**config.mk**
```make
export PLATFORM = sky130hd
export DESIGN_NAME = otter_hazard_unit_flat
export DESIGN_NICKNAME = d
export VERILOG_FILES = /design/src/rtl/otter_hazard_pkg.sv /design/src/rtl/otter_hazard_if.sv /design/src/rtl/otter_fwd_select.sv /design/src/rtl/otter_hazard_unit.sv /design/src/flat_wrapper.sv
export SDC_FILE = /design/constraint.sdc
export NUM_CORES = 1
export LEC_CHECK = 0
export CAP_MARGIN = 15
export CORE_MARGIN = 3
export CORE_UTILIZATION = 40
export DETAILED_ROUTE_END_ITERATION = 8
export PLACE_DENSITY = 0.69
export SETUP_SLACK_MARGIN = 0.2
export SYNTH_ARGS = -nofsm -noshare
export SYNTH_HDL_FRONTEND = slang
export SYNTH_SLANG_ARGS = --single-unit
```
**constraint.sdc**
```tcl
create_clock -name CLK -period 5 [get_ports CLK]
set_input_delay 1 -clock CLK [delete_from_list [all_inputs] [get_ports CLK]]
set_output_delay 1 -clock CLK [all_outputs]
set_load 0.005 [all_outputs]
```
**src/rtl/otter_hazard_pkg.sv**
```systemverilog
// Shared types for the OTTER hazard unit: forwarding selects, FSM states and shadow entries.
// Optional feature macro: OTTER_FWD_WB_BYPASS_EN (adds the retired write-back select).
package otter_hazard_pkg;

    localparam int unsigned NumRegs = 32;
    localparam int unsigned RegW    = $clog2(NumRegs);

    typedef enum logic [1:0] {
        FWD_RF    = 2'd0,
        FWD_EXMEM = 2'd1,
        FWD_MEMWB = 2'd2,
        FWD_RET   = 2'd3
    } fwd_sel_t;

    typedef enum logic [1:0] {
        RUN     = 2'd0,
        LDSTALL = 2'd1,
        FLUSH   = 2'd2
    } hz_state_t;

    typedef struct packed {
        logic            valid;
        logic [RegW-1:0] rd;
        logic            we;
        logic            ld;
    } shadow_t;

    // x0 is hardwired to zero, so it never produces a dependency.
    function automatic logic src_match(shadow_t e, logic [RegW-1:0] s, logic used);
        return e.valid & e.we & (e.rd == s) & (s != '0) & used;
    endfunction

endpackage

```
**src/rtl/otter_hazard_if.sv**
```systemverilog
// Decode/EX/MEM control signals exchanged between the OTTER pipeline and its hazard unit.
// Optional feature macro: OTTER_FWD_WB_BYPASS_EN (widens nothing; select 3 becomes reachable).
interface otter_hazard_if #(
    parameter int unsigned XLEN_REGS = 32
);
    localparam int unsigned RW = $clog2(XLEN_REGS);

    logic          dec_valid;
    logic [RW-1:0] dec_rs1;
    logic [RW-1:0] dec_rs2;
    logic          dec_rs1_used;
    logic          dec_rs2_used;
    logic [RW-1:0] dec_rd;
    logic          dec_reg_write;
    logic          dec_is_load;
    logic          ex_branch_taken;
    logic          mem_stall;
    logic [1:0]    fwd_a_sel;
    logic [1:0]    fwd_b_sel;
    logic          stall_if;
    logic          bubble_ex;
    logic          flush_de;
    logic [1:0]    state_o;

    modport master (
        output dec_valid, dec_rs1, dec_rs2, dec_rs1_used, dec_rs2_used,
        output dec_rd, dec_reg_write, dec_is_load, ex_branch_taken, mem_stall,
        input  fwd_a_sel, fwd_b_sel, stall_if, bubble_ex, flush_de, state_o
    );

    modport slave (
        input  dec_valid, dec_rs1, dec_rs2, dec_rs1_used, dec_rs2_used,
        input  dec_rd, dec_reg_write, dec_is_load, ex_branch_taken, mem_stall,
        output fwd_a_sel, fwd_b_sel, stall_if, bubble_ex, flush_de, state_o
    );

endinterface

```
**src/rtl/otter_fwd_select.sv**
```systemverilog
// Per-operand forwarding priority encoder; the youngest matching producer wins.
// Optional feature macro: OTTER_FWD_WB_BYPASS_EN (selects the retired latch on a WB-only match).
module otter_fwd_select
    import otter_hazard_pkg::*;
(
    input  logic [RegW-1:0] src_i,
    input  logic            used_i,
    input  shadow_t         sh_ex_i,
    input  shadow_t         sh_mem_i,
`ifdef OTTER_FWD_WB_BYPASS_EN
    input  shadow_t         sh_wb_i,
`endif
    output fwd_sel_t        sel_o
);

    logic ex_hit;
    logic mem_hit;

    assign ex_hit  = src_match(sh_ex_i, src_i, used_i);
    assign mem_hit = src_match(sh_mem_i, src_i, used_i);

    always_comb begin
        sel_o = FWD_RF;
        // A matching load in EX cannot forward yet; the load-use stall covers it.
        if (ex_hit && !sh_ex_i.ld) begin
            sel_o = FWD_EXMEM;
        end else if (mem_hit) begin
            sel_o = FWD_MEMWB;
        end
`ifdef OTTER_FWD_WB_BYPASS_EN
        else if (src_match(sh_wb_i, src_i, used_i)) begin
            sel_o = FWD_RET;
        end
`endif
    end

    logic unused_ld;
`ifdef OTTER_FWD_WB_BYPASS_EN
    assign unused_ld = sh_mem_i.ld ^ sh_wb_i.ld;
`else
    assign unused_ld = sh_mem_i.ld;
`endif

endmodule

```
**src/rtl/otter_hazard_unit.sv**
```systemverilog
// OTTER 5-stage hazard unit: registered EX forwarding selects, load-use stall and branch flush.
// Optional feature macro: OTTER_FWD_WB_BYPASS_EN (adds sh_ret and forwarding select 3).
module otter_hazard_unit
    import otter_hazard_pkg::*;
#(
    parameter int unsigned XLEN_REGS = NumRegs
) (
    input  logic            CLK,
    input  logic            RST_N,
    otter_hazard_if.slave   hz
);

    localparam int unsigned RW = $clog2(XLEN_REGS);

    logic [RW-1:0]   rs1_raw;
    logic [RW-1:0]   rs2_raw;
    logic [RW-1:0]   rd_raw;
    logic [RegW-1:0] rs1;
    logic [RegW-1:0] rs2;
    shadow_t         de_entry;

    assign rs1_raw  = hz.dec_rs1;
    assign rs2_raw  = hz.dec_rs2;
    assign rd_raw   = hz.dec_rd;
    assign rs1      = RegW'(rs1_raw);
    assign rs2      = RegW'(rs2_raw);
    assign de_entry = '{valid: hz.dec_valid, rd: RegW'(rd_raw), we: hz.dec_reg_write,
                        ld: hz.dec_is_load};

    shadow_t   sh_ex_q, sh_ex_d;
    shadow_t   sh_mem_q, sh_mem_d;
    shadow_t   sh_wb_q, sh_wb_d;
    fwd_sel_t  fwd_a_q, fwd_a_d;
    fwd_sel_t  fwd_b_q, fwd_b_d;
    hz_state_t state_q, state_d;
`ifdef OTTER_FWD_WB_BYPASS_EN
    shadow_t   sh_ret_q, sh_ret_d;
`endif

    fwd_sel_t sel_a;
    fwd_sel_t sel_b;

    otter_fwd_select u_fwd_a (
        .src_i    (rs1),
        .used_i   (hz.dec_rs1_used),
        .sh_ex_i  (sh_ex_q),
        .sh_mem_i (sh_mem_q),
`ifdef OTTER_FWD_WB_BYPASS_EN
        .sh_wb_i  (sh_wb_q),
`endif
        .sel_o    (sel_a)
    );

    otter_fwd_select u_fwd_b (
        .src_i    (rs2),
        .used_i   (hz.dec_rs2_used),
        .sh_ex_i  (sh_ex_q),
        .sh_mem_i (sh_mem_q),
`ifdef OTTER_FWD_WB_BYPASS_EN
        .sh_wb_i  (sh_wb_q),
`endif
        .sel_o    (sel_b)
    );

    logic load_use;
    assign load_use = hz.dec_valid & sh_ex_q.ld &
                      (src_match(sh_ex_q, rs1, hz.dec_rs1_used) |
                       src_match(sh_ex_q, rs2, hz.dec_rs2_used));

    logic stall_if;
    logic bubble_ex;
    logic flush_de;

    always_comb begin
        sh_ex_d   = sh_ex_q;
        sh_mem_d  = sh_mem_q;
        sh_wb_d   = sh_wb_q;
        fwd_a_d   = fwd_a_q;
        fwd_b_d   = fwd_b_q;
        state_d   = state_q;
        stall_if  = 1'b0;
        bubble_ex = 1'b0;
        flush_de  = 1'b0;
`ifdef OTTER_FWD_WB_BYPASS_EN
        sh_ret_d  = sh_ret_q;
`endif

        if (hz.mem_stall) begin
            stall_if = 1'b1;
        end else begin
            if (hz.ex_branch_taken) begin
                flush_de  = 1'b1;
                bubble_ex = 1'b1;
            end else if (load_use) begin
                stall_if  = 1'b1;
                bubble_ex = 1'b1;
            end

            unique case (state_q)
                RUN: begin
                    if (hz.ex_branch_taken) begin
                        state_d = FLUSH;
                    end else if (load_use) begin
                        state_d = LDSTALL;
                    end else begin
                        state_d = RUN;
                    end
                end
                LDSTALL, FLUSH: state_d = RUN;
                default:        state_d = RUN;
            endcase

            sh_wb_d  = sh_mem_q;
            sh_mem_d = sh_ex_q;
`ifdef OTTER_FWD_WB_BYPASS_EN
            sh_ret_d = sh_wb_q;
`endif
            if (bubble_ex || !hz.dec_valid) begin
                sh_ex_d = '0;
                fwd_a_d = FWD_RF;
                fwd_b_d = FWD_RF;
            end else begin
                sh_ex_d = de_entry;
                fwd_a_d = sel_a;
                fwd_b_d = sel_b;
            end
        end
    end

    always_ff @(posedge CLK or negedge RST_N) begin
        if (!RST_N) begin
            sh_ex_q  <= '0;
            sh_mem_q <= '0;
            sh_wb_q  <= '0;
            fwd_a_q  <= FWD_RF;
            fwd_b_q  <= FWD_RF;
            state_q  <= RUN;
`ifdef OTTER_FWD_WB_BYPASS_EN
            sh_ret_q <= '0;
`endif
        end else begin
            sh_ex_q  <= sh_ex_d;
            sh_mem_q <= sh_mem_d;
            sh_wb_q  <= sh_wb_d;
            fwd_a_q  <= fwd_a_d;
            fwd_b_q  <= fwd_b_d;
            state_q  <= state_d;
`ifdef OTTER_FWD_WB_BYPASS_EN
            sh_ret_q <= sh_ret_d;
`endif
        end
    end

    assign hz.fwd_a_sel = fwd_a_q;
    assign hz.fwd_b_sel = fwd_b_q;
    assign hz.stall_if  = stall_if;
    assign hz.bubble_ex = bubble_ex;
    assign hz.flush_de  = flush_de;
    assign hz.state_o   = state_q;

    // sh_wb only feeds the bypass select; sh_ret is kept for the retired write-back latch.
    logic unused_shadow;
`ifdef OTTER_FWD_WB_BYPASS_EN
    assign unused_shadow = ^{sh_ret_q};
`else
    assign unused_shadow = ^{sh_wb_q};
`endif

endmodule

```
**src/flat_wrapper.sv**
```systemverilog
// flat-port wrapper written by rule: the top's interface ports become plain ports
module otter_hazard_unit_flat import otter_hazard_pkg::*;
#(
    parameter int unsigned XLEN_REGS = NumRegs
)
  (CLK, RST_N, hz_dec_valid, hz_dec_rs1, hz_dec_rs2, hz_dec_rs1_used, hz_dec_rs2_used, hz_dec_rd, hz_dec_reg_write, hz_dec_is_load, hz_ex_branch_taken, hz_mem_stall, hz_fwd_a_sel, hz_fwd_b_sel, hz_stall_if, hz_bubble_ex, hz_flush_de, hz_state_o);
  otter_hazard_if #(.XLEN_REGS(XLEN_REGS)) hz_i ();
  input  logic CLK;
  input  logic RST_N;
  input wire logic [$bits(hz_i.dec_valid)-1:0] hz_dec_valid;
  input wire logic [$bits(hz_i.dec_rs1)-1:0] hz_dec_rs1;
  input wire logic [$bits(hz_i.dec_rs2)-1:0] hz_dec_rs2;
  input wire logic [$bits(hz_i.dec_rs1_used)-1:0] hz_dec_rs1_used;
  input wire logic [$bits(hz_i.dec_rs2_used)-1:0] hz_dec_rs2_used;
  input wire logic [$bits(hz_i.dec_rd)-1:0] hz_dec_rd;
  input wire logic [$bits(hz_i.dec_reg_write)-1:0] hz_dec_reg_write;
  input wire logic [$bits(hz_i.dec_is_load)-1:0] hz_dec_is_load;
  input wire logic [$bits(hz_i.ex_branch_taken)-1:0] hz_ex_branch_taken;
  input wire logic [$bits(hz_i.mem_stall)-1:0] hz_mem_stall;
  output wire logic [$bits(hz_i.fwd_a_sel)-1:0] hz_fwd_a_sel;
  output wire logic [$bits(hz_i.fwd_b_sel)-1:0] hz_fwd_b_sel;
  output wire logic [$bits(hz_i.stall_if)-1:0] hz_stall_if;
  output wire logic [$bits(hz_i.bubble_ex)-1:0] hz_bubble_ex;
  output wire logic [$bits(hz_i.flush_de)-1:0] hz_flush_de;
  output wire logic [$bits(hz_i.state_o)-1:0] hz_state_o;
  assign hz_i.dec_valid = hz_dec_valid;
  assign hz_i.dec_rs1 = hz_dec_rs1;
  assign hz_i.dec_rs2 = hz_dec_rs2;
  assign hz_i.dec_rs1_used = hz_dec_rs1_used;
  assign hz_i.dec_rs2_used = hz_dec_rs2_used;
  assign hz_i.dec_rd = hz_dec_rd;
  assign hz_i.dec_reg_write = hz_dec_reg_write;
  assign hz_i.dec_is_load = hz_dec_is_load;
  assign hz_i.ex_branch_taken = hz_ex_branch_taken;
  assign hz_i.mem_stall = hz_mem_stall;
  assign hz_fwd_a_sel = hz_i.fwd_a_sel;
  assign hz_fwd_b_sel = hz_i.fwd_b_sel;
  assign hz_stall_if = hz_i.stall_if;
  assign hz_bubble_ex = hz_i.bubble_ex;
  assign hz_flush_de = hz_i.flush_de;
  assign hz_state_o = hz_i.state_o;
  otter_hazard_unit #(.XLEN_REGS(XLEN_REGS)) u_core (.CLK(CLK), .RST_N(RST_N), .hz(hz_i));
endmodule
```
==> results.txt, run 1 <==
- Result of the run: complete, no violations
- Routed length per instance: about 15 µm
* Peak supply drop: 0.143 mV
- Count of non-filler cells in the finished layout: 179
- CP Data Required Time: 4.00 ns
* Initial antenna violation count: 0
- In the final layout, the share of cells above drive strength 1 is 0.128.
- For this run, the register share of the synthesized area comes to 0.448.
* Weighted congestion reported at the end of routability-driven placement: roughly 0.91
- Final global-route overflow total: 0
* Data arrival time of the critical path: 3.41 ns
- Count of cell instances traversed by the critical path: 7
* Family of cells with the greatest summed delay on the critical path: buffers and inverters
* FFs w/ async S/R, synth: 1.00
- Critical-path cell list: clkdlybuf4s50_1, xnor2_1, nand3_1, or4_4, a21boi_4, a31o_2, clkdlybuf4s50_1
- The initial utilization of the core area, before any placement, comes to 0.422.
* Resized Gates After CTS: 0
- Entering global routing, the biggest net connects 25 pins.
* Part of the cycle the worst path needs: 0.882
* Depth of the worst register-to-register path: 5
* Cell Area, Synth: roughly 1200 µm²
* RSZ-0062 raised after global routing: no
- Most common flop cell mapped by yosys: sky130_fd_sc_hd__dfrtp_1
* Total number of vias: approximately 960
* Total clock sinks: 21
* Setup tns final: 0 ns
* Cell count of the worst hold path: 2
- After floorplanning, the core was sized to cover 2780 µm².
- Across the routed clock network, the largest skew measured is 0.0143 ns.
- Htree depth: 1
- STA classifies the critical path endpoint as a primary output.
* Net count reported at finish: roughly 170
- The via count of the first global-routing pass was slightly below 1k.
- Number of detailed-routing iterations run before antenna repair: 4
- At the pin with the least slew margin, the transition time is ~0.9 ns.
- X dimension of the die: around 60 µm
* Total routed wirelength: between 2 and 3 mm
- Die area: about 3600 µm²
- Counting distinct cell types in the post-synthesis netlist gives 27.
- Synthesis produced a netlist with a net count of between 100 and 150.
* Setup violators final: 0
- Buffers added on ports: 32
* Compound-Gate Fraction of Synth Area: 0.122
* Setup slack at placement: between 0.6 and 0.7 ns
- Cells after synthesis: 116
- DP Cell Count: 175
- DRT iter0 DRCs: 23
- Y dimension of the die: about 60 µm
* Cell with the largest stage delay on the worst path: sky130_fd_sc_hd__clkdlybuf4s50_1
* Xor and xnor area share after synthesis: 0.149
- In the global route stage, overall resource usage came out at 0.167.
- Static timing analysis puts the maximum clock frequency at 0.227 GHz.
* Maximum clock path buffer count: 2
* Average size of a mapped cell: 10.1 µm²
- Buffers inserted during clock tree synthesis total 3.
- Critical Path Most Common Cell: sky130_fd_sc_hd__clkdlybuf4s50_1
- Layout fillers: approximately 250
* Static leakage: roughly 0.64 nW
- TritonCTS built the clock tree.
- Post-synthesis sequential element count: 21
* Power per Cell Area: 221 nW/µm²
* Site Rows: 19
- Share of synthesized area spent on multiplexers: 0.0672
- Summed over all nets, the half-perimeter wirelength after detailed placement is around 2.1 mm.
- DRC errors left: 0
- Clock latency at the later pin of the worst-skew pair: slightly above 0.3 ns
- Dominant combinational cell family by area after synthesis: simple AND/OR/NAND/NOR gates
* YS warnings: 0
* Type of element launching the critical path: input pin
- Adder-cell share of the synthesized area: 0
* Antenna diode count: 0
- Max_slew headroom: 0.380
- CP peak stage delay: about 0.55 ns
- Root cell of the clock tree: sky130_fd_sc_hd__clkbuf_4
- Once routing completed, OpenROAD measured the worst setup slack at between 0.5 and 0.6 ns.
- Max Cap Violations: 0
* Remaining number of nets flagged by the antenna check after routing: 0
- Number of buffer and inverter instances along the worst setup path: 2
- The routed design could run at a clock period as short as ~4.4 ns.
- Hold Worst Slack: 0.495 ns
- Number of primary I/O pins: 33
* Global-route wire length before repair: 4.48 mm
- Tightest Hold Check Type: reg -> reg
- Post-CTS timing repair inserted 0 buffers for setup.
- Vias per std cell: 5.39
- Clock transition time at the flip-flop clock pins of the worst setup and hold paths: 0.13 ns
* Category of the most critical setup path: in -> out
* Hold Buf Count CTS: 0
* Area growth from synthesis to layout: 31.3%
* Basic-gate share of the synthesized area counting and, or, nand and nor cells: 0.186
- In this run the worst path has a maximum fanout of 13.
* Max Transition Viols Final: 0
- Final hold violations: 0
* Number of synthesized flops with an enable pin: 0
power breakdown:
group          internal (mW)  switching [mW]
combinational         0.0397          0.0293
sequential             0.179          0.0108
clock                 0.0299          0.0526
sequential cells by signal, summed over array words and instances (netlist names):
register / flops
u_core.sh_ex_q: 8
u_core.sh_mem_q: 7
u_core.hz.fwd_a_sel: 2
u_core.hz.state_o: 2
u_core.hz.fwd_b_sel: 2
final timing paths:
kind	from	end	slack, ns
min in group asynchronous	RST_N	u_core.sh_ex_q[0]	1.19
max in group asynchronous	RST_N	u_core.sh_mem_q[5]	3.23
worst max-delay path	hz_dec_rs1[0]	hz_stall_if	0.59
worst min-delay path	u_core.hz.fwd_a_sel[1]	u_core.hz.fwd_a_sel[1]	0.49
worst min register to register	u_core.hz.fwd_a_sel[1]	u_core.hz.fwd_a_sel[1]	0.49
worst max register to register	u_core.sh_ex_q[5]	u_core.sh_ex_q[5]	3.06
worst min-delay path, cell delays in order (launching register included):
cell and delay (ns):
sky130_fd_sc_hd__dfrtp_1 0.37, sky130_fd_sc_hd__nand2_1 0.05, sky130_fd_sc_hd__o31ai_1 0.05
logic make-up (layout without fill, tap and decap cells):
kind of cell / Yosys count / count (layout)
AOI/OAI and AO/OA: 19 / 19
xor gates and xnor gates: 20 / 20
buffers and inverters: 7 / 39
DFF: 21 / 21
muxes: 7 / 7
and+or+nand+nor: 42 / 42
layout make-up:
cell class,instances,area [µm²],area share
inverters,2,7.51,0.00487
multi-input cells,88,614,0.399
clock inverters,1,5.00,0.00325
clock buffers,3,22.5,0.0146
repair buffers,33,328,0.213
flip-flops and latches,21,526,0.341
well taps,31,38.8,0.0252
stage by stage:
step           power, mW  area (µm²)   util
2_1_floorplan      0.224        1170      -
3_3_place_gp       0.260        1510  0.544
3_5_place_dp       0.262        1510  0.544
4_1_cts            0.344        1540  0.554
5_1_grt            0.357        1540  0.554
6_report           0.341        1540  0.554
metal layers:
layer	up-vias	share of wire	global-route usage
met5	-	0	0
met3	6	0.037	0.0216
met1	467	0.43	0.212
met4	0	0.023	0.0823
li1	471	-	-
met2	20	0.51	0.276
cell usage in the layout, fill, tap and decap left out, types with 4 or more instances in the layout:
master,n
sky130_fd_sc_hd__mux2_2,7
sky130_fd_sc_hd__nand2_1,21
sky130_fd_sc_hd__clkdlybuf4s50_1,32
sky130_fd_sc_hd__nor2_1,6
sky130_fd_sc_hd__xor2_1,8
sky130_fd_sc_hd__xnor2_1,12
sky130_fd_sc_hd__nand3_1,5
sky130_fd_sc_hd__dfrtp_1,21
sky130_fd_sc_hd__o21ai_0,8
sky130_fd_sc_hd__o31ai_1,4
cells in the mapped netlist, types with 2 or more instances:
cell | n | area (µm²)
sky130_fd_sc_hd__dfrtp_1 | 21 | 526
sky130_fd_sc_hd__nand2_1 | 21 | 78.8
sky130_fd_sc_hd__xnor2_1 | 12 | 105
sky130_fd_sc_hd__o21ai_0 | 8 | 40.0
sky130_fd_sc_hd__xor2_1 | 8 | 70.1
sky130_fd_sc_hd__mux2_2 | 7 | 78.8
sky130_fd_sc_hd__nor2_1 | 6 | 22.5
sky130_fd_sc_hd__nand3_1 | 5 | 25.0
sky130_fd_sc_hd__o31ai_1 | 4 | 30.0
sky130_fd_sc_hd__clkbuf_1 | 3 | 11.3
sky130_fd_sc_hd__or4_1 | 3 | 22.5
sky130_fd_sc_hd__a31o_2 | 2 | 17.5
sky130_fd_sc_hd__inv_1 | 2 | 7.51
No activity file was read; power rests on OpenSTA's default activity.
==> inputs of run 2 (changes only) <==
==> constraint.sdc (replaced) <==
create_clock -name CLK -period 4.9 [get_ports CLK]
set_input_delay 0.98 -clock CLK [delete_from_list [all_inputs] [get_ports CLK]]
set_output_delay 0.98 -clock CLK [all_outputs]
set_load 0.005 [all_outputs]
==> run 2 against run 1 <==
- wire length shrank 5.6%
- final cell count is the same
- critical path type unchanged
- combinational power is essentially flat
- via count shrank 1.8%
- critical endpoint unchanged
==> results.txt, run 2 (synthesis gave the netlist of run 1 again) <==
- The detailed router placed approximately 950 vias in this run.
- Final core utilization: 0.554
* Site Rows: 19
- Max Cap Violations: 0
- The worst hold path passes through 2 cells.
- STA classifies the critical path endpoint as a primary output.
- Resized Gates After CTS: 0
- The area growth from synthesis to layout is 31.3%.
- CORE AREA: 2780 µm²
* Vias per std cell: 5.29
- Total clock sinks: 21
* Type of element launching the critical path: input pin
* Overall power: roughly 0.34 mW
* Part of the cycle the worst path needs: 0.875
- Setup repair after global routing left no endpoint under its margin.
* DP Cell Count: approximately 180
- In this run the tool buffered the top-level ports with 32 buffer cells.
- CP Data Required Time: 3.92 ns
* Via count of the first global-routing pass: between 900 and 1k
- Final global-route overflow total: 0
* Initial antenna violation count: 0
- Switching power of the nets: ~0.091 mW
* Maximum number of pins on one net before global-route repair: 25
* Tightest Hold Check Type: reg -> reg
* Hold Buf Count CTS: 0
- Root cell of the clock tree: sky130_fd_sc_hd__clkbuf_4
- By startpoint and endpoint, the worst setup path is classified as in -> out.
* Setup slack of the critical path after layout: around 0.6 ns
- The register with the most flip-flops in the layout has 8 of them.
* Antenna diode count: 0
- Clock latency at the later pin of the worst-skew pair: ~0.3 ns
- VDD sags by at most 0.192 mV.
* Result of the run: complete, no violations
- Max Transition Viols Final: 0
- The largest registers in the layout are u_core.sh_ex_q x8, u_core.sh_mem_q x7.
* Total CTS buffers: 3
* DRC errors left: 0
- The HPWL after detailed placement is slightly above 2 mm.
- The startpoint identified for the worst register-to-register timing path is u_core.sh_ex_q[6].
* Clock network fraction of design power: 0.238
- Of the cells placed in the final design, the portion with a size suffix greater than 1 is 0.128.
- Worst reg2reg endpoint: u_core.sh_ex_q[5]
- The number of setup buffers added after CTS is 0.
- Data arrival time of the critical path: roughly 3.3 ns
- After routing, the total negative slack on setup checks comes to 0 ns.
* X dimension of the die: approximately 60 µm
- Top reg by flops: u_core.sh_ex_q
* Power per Cell Area: 224 nW/µm²
- Maximum clock path buffer count: 2
- Clock transition time at the flip-flop clock pins of the worst setup and hold paths: 0.11 ns
- Hold path endpoint: u_core.hz.fwd_b_sel[0]
- Dividing the detail-routed wire length by the instance count gives 14.4 µm.
- The initial utilization of the core area, before any placement, comes to 0.422.
* Flop-to-flop setup slack: roughly 3.1 ns
- GRT Util Overall: 0.161
* Weighted congestion reported at the end of routability-driven placement: around 0.91
- Hold path startpoint: u_core.hz.fwd_b_sel[0]
* Static leakage: 0.643 nW
- Highest-count cells in the layout ignoring fill and taps: 32 x sky130_fd_sc_hd__clkdlybuf4s50_1, 21 x sky130_fd_sc_hd__nand2_1, 21 x sky130_fd_sc_hd__dfrtp_1, 12 x sky130_fd_sc_hd__xnor2_1
- The worst pin sits at a relative slew slack of 0.390.
* DRT iter0 DRCs: 26
- Switching power share of the total: 0.265
- Across the routed clock network, the largest skew measured is between 0.0004 and 0.0005 ns.
- Excluding fillers, the count of instances in the completed layout stands at about 180.
- The cell that appears most often on the critical path is sky130_fd_sc_hd__clkdlybuf4s50_1.
- CP peak stage delay: about 0.55 ns
- In this run the worst path has a maximum fanout of 13.
- Depth of the worst register-to-register path: 5
- Remaining number of nets flagged by the antenna check after routing: 0
- Number of detailed-routing iterations run before antenna repair: 4
* Commonest non-fill, non-tap cell in the layout: sky130_fd_sc_hd__clkdlybuf4s50_1
* Max frequency: approximately 0.23 GHz
* Critical-path cell list: clkdlybuf4s50_1, xnor2_1, nand3_1, or4_4, a21boi_4, a31o_2, clkdlybuf4s50_1
- Layout fillers: 256
- For this run, the post-layout net count is between 150 and 200.
* Htree depth: 1
* Cell with the largest stage delay on the worst path: sky130_fd_sc_hd__clkdlybuf4s50_1
* Setup slack at placement: between 0.5 and 0.6 ns
* Crit path time final: between 4 and 5 ns
- During I/O placement, the number of pins put on the boundary was 33.
- The first global-routing pass estimated approximately 4.4 mm of wire.
- The internal portion of the total power is approximately 0.25 mW.
* Least-Margin Pin Slew: approximately 0.9 ns
- The share of total power dissipated in sequential elements is 0.561.
- Y dimension of the die: 60.2 µm
- Total routed wirelength: between 2 and 3 mm
* CTS tree: yes
- The die covers 3620 µm².
- Final hold violations: 0
- Of the total power, combinational logic draws 0.201.
- Setup violations remaining at the end of the flow were counted as 0.
-- run 2: cell counts in the layout (fill, tap and decap cells not counted) --
No cell type changed its count.
-- run 2: cell type report --
type / instances / area (µm²) / share of cell area
Clock buffer: 3 / 22.5 / 0.0146
Multi-Input combinational cell: 88 / 614 / 0.399
Timing Repair Buffer: 33 / 328 / 0.213
Clock inverter: 1 / 5.00 / 0.00325
Tap cell: 31 / 38.8 / 0.0252
Sequential cell: 21 / 526 / 0.341
Inverter: 2 / 7.51 / 0.00487
-- run 2: per-stage QoR --
step           hold WS, ns  area, µm²
6_report             0.494       1540
5_1_grt              0.554       1540
4_1_cts              0.502       1540
3_5_place_dp         0.474       1510
3_3_place_gp         0.471       1510
2_1_floorplan        0.470       1170
-- run 2: routing by layer --
| layer | wire length [µm] | part of all wire | track usage | vias up |
|---|---|---|---|---|
| li1 | - | - | - | 466 |
| met1 | 1140 | 0.44 | 0.214 | 459 |
| met2 | 1300 | 0.50 | 0.259 | 18 |
| met3 | 95 | 0.037 | 0.0194 | 4 |
| met4 | 40 | 0.016 | 0.0728 | 0 |
| met5 | 0 | 0 | 0 | - |
-- run 2: worst max path at each step --
stage                   end     startpoint  slack (ns)
6_report        hz_stall_if  hz_dec_rs1[0]        0.61
5_1_grt         hz_stall_if  hz_dec_rs1[4]        0.44
4_1_cts         hz_stall_if  hz_dec_rs1[0]        0.58
3_5_place_dp    hz_stall_if  hz_dec_rs1[0]        0.59
3_3_place_gp    hz_stall_if  hz_dec_rs1[0]        0.60
2_1_floorplan  hz_bubble_ex  hz_dec_rs1[1]        1.83
-- run 2: worst max-delay path: cells and delay by family --
family	cells	cell delay, ns
AO/OA/AOI/OAI	2	0.52
buffers and inverters	2	1.04
AND/OR/NAND/NOR	2	0.62
XOR/XNOR	1	0.14
-- run 2: power by group through the flow --
| stage | combinational (mW) | sequential, mW | clock, mW |
|---|---|---|---|
| after CTS | 0.0702 | 0.193 | 0.0864 |
| after detailed placement | 0.0698 | 0.197 | 0 |
| final | 0.0691 | 0.193 | 0.0822 |
| after floorplan | 0.0348 | 0.194 | 0 |
| after global routing | 0.0759 | 0.195 | 0.0950 |
| after global placement | 0.0686 | 0.196 | 0 |
==> inputs of run 3 (changes only) <==
--- a/config.mk
+++ b/config.mk
@@ -8,6 +8,7 @@
 export CAP_MARGIN = 15
 export CORE_MARGIN = 3
 export CORE_UTILIZATION = 40
+export CTS_BUF_LIST = sky130_fd_sc_hd__clkbuf_8
 export DETAILED_ROUTE_END_ITERATION = 8
 export PLACE_DENSITY = 0.69
 export SETUP_SLACK_MARGIN = 0.2
==> run 3 against run 2 <==
- clock-buffer cell count did not move
- via count rose by 0.21%
- worst hold slack got worse by 0.0085 ns
- final area rose by 1.2%
- final cell count did not move
- wire length rose by 0.74%
- die area did not move
- clock power rose by 39%
- sequential share of layout area fell by 0.41 points
- first-iteration DRC count fell by 31%
- critical endpoint unchanged
==> results.txt, run 3 (synthesis gave the netlist of run 1 again) <==
- The run finished with clean final reports.
* Cell with the largest stage delay on the worst path: sky130_fd_sc_hd__clkdlybuf4s50_1
- The final layout contains routed wiring with a total length of 2.60 mm.
- In the post-route analysis, the smallest setup slack over all paths is between 0.6 and 0.7 ns.
* Total CTS buffers: 3
* Total clock sinks: 21
- Static timing analysis puts the maximum clock frequency at between 0.2 and 0.25 GHz.
- Number of primary I/O pins: 33
- VDD sags by at most between 0.2 and 0.25 mV.
* Weighted congestion reported at the end of routability-driven placement: 0.910
- Measured in cells, the most critical reg-to-reg path has a length of 5.
- Hold path startpoint: u_core.hz.fwd_b_sel[0]
- Max reg flops: 8
- Data arrival time of the critical path: roughly 3.3 ns
- Share of power burned in registers: 0.513
- Antenna diode count: 0
* Layout fillers: ~260
- The core region is 2780 µm².
* Critical-path cell list: clkdlybuf4s50_1, xnor2_1, nand3_1, or4_4, a21boi_4, a31o_2, clkdlybuf4s50_1
- Of the total power, the share spent switching nets is 0.257.
* CP Data Required Time: between 3 and 4 ns
* Detailed-placement wirelength estimate: around 2.0 mm
* Least-Margin Pin Slew: slightly above 0.9 ns
- The largest registers in the layout are u_core.sh_ex_q x8, u_core.sh_mem_q x7.
- Fraction of layout cells with a size suffix above 1: 0.128
- Final global-route overflow total: 0
- Cell internal power was estimated by the tool at 0.280 mW.
- Buffers added on ports: 32
* Clock latency at the later pin of the worst-skew pair: approximately 0.26 ns
* Area growth from synthesis to layout: 32.9%
- Summed over all cells, the static leakage comes to 0.651 nW.
- Tightest Hold Check Type: reg -> reg
* Setup violators final: 0
- Resized Gates After CTS: 0
- X dimension of the die: 60.2 µm
* Clock network fraction of design power: 0.303
- Root cell of the clock tree: sky130_fd_sc_hd__clkbuf_8
- Setup tns final: 0 ns
- Remaining number of nets flagged by the antenna check after routing: 0
* Top reg by flops: u_core.sh_ex_q
- Number of detailed-routing iterations run before antenna repair: 4
- From bottom edge to top edge, the die measures roughly 60 µm.
- Starting density of the core: 0.422
* Power per Cell Area: about 240 nW/µm²
- On the worst path, the slowest cell contributes a delay of 0.55 ns.
- Combinational Power Share: 0.183
* Critical Path Most Common Cell: sky130_fd_sc_hd__clkdlybuf4s50_1
* CTS tree: yes
* Hold Buf Count CTS: 0
* Global-route wire length before repair: roughly 4.3 mm
- The worst path needs around 4.3 ns of the cycle, external delays included.
* Initial antenna violation count: 0
- Once the clock tree was built, the setup fixing pass inserted 0 buffers.
- Worst reg2reg endpoint: u_core.sh_ex_q[5]
* Maximum clock path buffer count: 2
- Row generation in the floorplan step produced 19 rows.
- Entering global routing, the biggest net connects 25 pins.
* Setup slack at placement: around 0.6 ns
- Leaving out fill and tap cells, the most frequent cell in the layout is sky130_fd_sc_hd__clkdlybuf4s50_1.
- In the finished design, the share of the clock period the worst path needs comes to 0.876.
- For this run, design rule violations remaining after detail routing come to 0.
- RSZ-0062 raised after global routing: no
* Highest-count cells in the layout ignoring fill and taps: 32 x sky130_fd_sc_hd__clkdlybuf4s50_1, 21 x sky130_fd_sc_hd__nand2_1, 21 x sky130_fd_sc_hd__dfrtp_1, 12 x sky130_fd_sc_hd__xnor2_1
- Final hold violations: 0
- The worst pin sits at a relative slew slack of 0.378.
- GRT Util Overall: 0.162
- The worst setup path is of the in -> out kind.
- The worst setup path is launched from an input pin.
- Die area: 3620 µm²
* Category of the worst setup path capture point: primary output
- Max Transition Viols Final: 0
- Vias per std cell: 5.30
- Cell count of the worst hold path: 2
* Net count reported at finish: roughly 170
- Summing over every cut layer, the via total after detailed routing is 949.
- Switching power of the nets: around 0.097 mW
- Max-cap violations in this run came to 0.
* Clock skew after layout: between 0.003 and 0.004 ns
- CTS built an H-tree with a depth of 1.
- Across all register-to-register paths, the minimum setup slack is 3.04 ns.
- For hold timing, the worst endpoint is u_core.hz.fwd_b_sel[0].
* Routed length per instance: about 15 µm
- Source of the worst register-to-register timing path: u_core.sh_ex_q[6]
* Critical-path maximum fanout: 13
- Clock-pin slew was measured on the worst setup and hold paths at approximately 0.080 ns.
- The via count of the first global-routing pass came to 953.
- DRT iter0 DRCs: 18
-- run 3: worst max-delay path by stage --
stage | startpoint | slack [ns] | endpoint
detailed placement | hz_dec_rs1[0] | 0.59 | hz_stall_if
floorplan | hz_dec_rs1[1] | 1.83 | hz_bubble_ex
global placement | hz_dec_rs1[0] | 0.60 | hz_stall_if
global route | hz_dec_rs1[4] | 0.44 | hz_stall_if
CTS | hz_dec_rs1[0] | 0.58 | hz_stall_if
finish | hz_dec_rs1[0] | 0.61 | hz_stall_if
-- run 3: through the flow --
stage | util | instances | hold WS, ns | cell area [µm²] | total power, mW
2_1_floorplan | - | 116 | 0.470 | 1170 | 0.228
3_3_place_gp | 0.544 | 175 | 0.471 | 1510 | 0.265
3_5_place_dp | 0.544 | 175 | 0.474 | 1510 | 0.267
4_1_cts | 0.561 | 179 | 0.492 | 1560 | 0.379
5_1_grt | 0.561 | 179 | 0.542 | 1560 | 0.395
6_report | 0.561 | 179 | 0.485 | 1560 | 0.377
-- run 3: power by group through the flow --
stage	logic (mW)	registers, mW	clock network [mW]
after detailed placement	0.0698	0.197	0
after floorplan	0.0348	0.194	0
final	0.0691	0.193	0.114
after global routing	0.0759	0.195	0.125
after CTS	0.0701	0.193	0.116
after global placement	0.0686	0.196	0
-- run 3: per-layer routing --
layer	share of wire	track usage	vias to the layer above
li1	-	-	468
met1	0.43	0.205	455
met2	0.51	0.264	19
met3	0.035	0.0194	7
met4	0.025	0.0918	0
met5	0	0	-
-- run 3: final cells by class --
| cell class | instances | area (µm²) | share of cell area |
|---|---|---|---|
| Inverter | 2 | 7.51 | 0.00481 |
| Clock buffer | 3 | 41.3 | 0.0265 |
| Clock inverter | 1 | 5.00 | 0.00321 |
| Sequential cell | 21 | 526 | 0.337 |
| Tap cell | 31 | 38.8 | 0.0249 |
| Timing Repair Buffer | 33 | 328 | 0.210 |
| Multi-Input combinational cell | 88 | 614 | 0.394 |
-- run 3: critical path, delay by kind of cell --
kind	cells	cell delay [ns]
and+or+nand+nor	2	0.62
buffers and inverters	2	1.04
xor gates and xnor gates	1	0.14
AOI/OAI and AO/OA	2	0.53
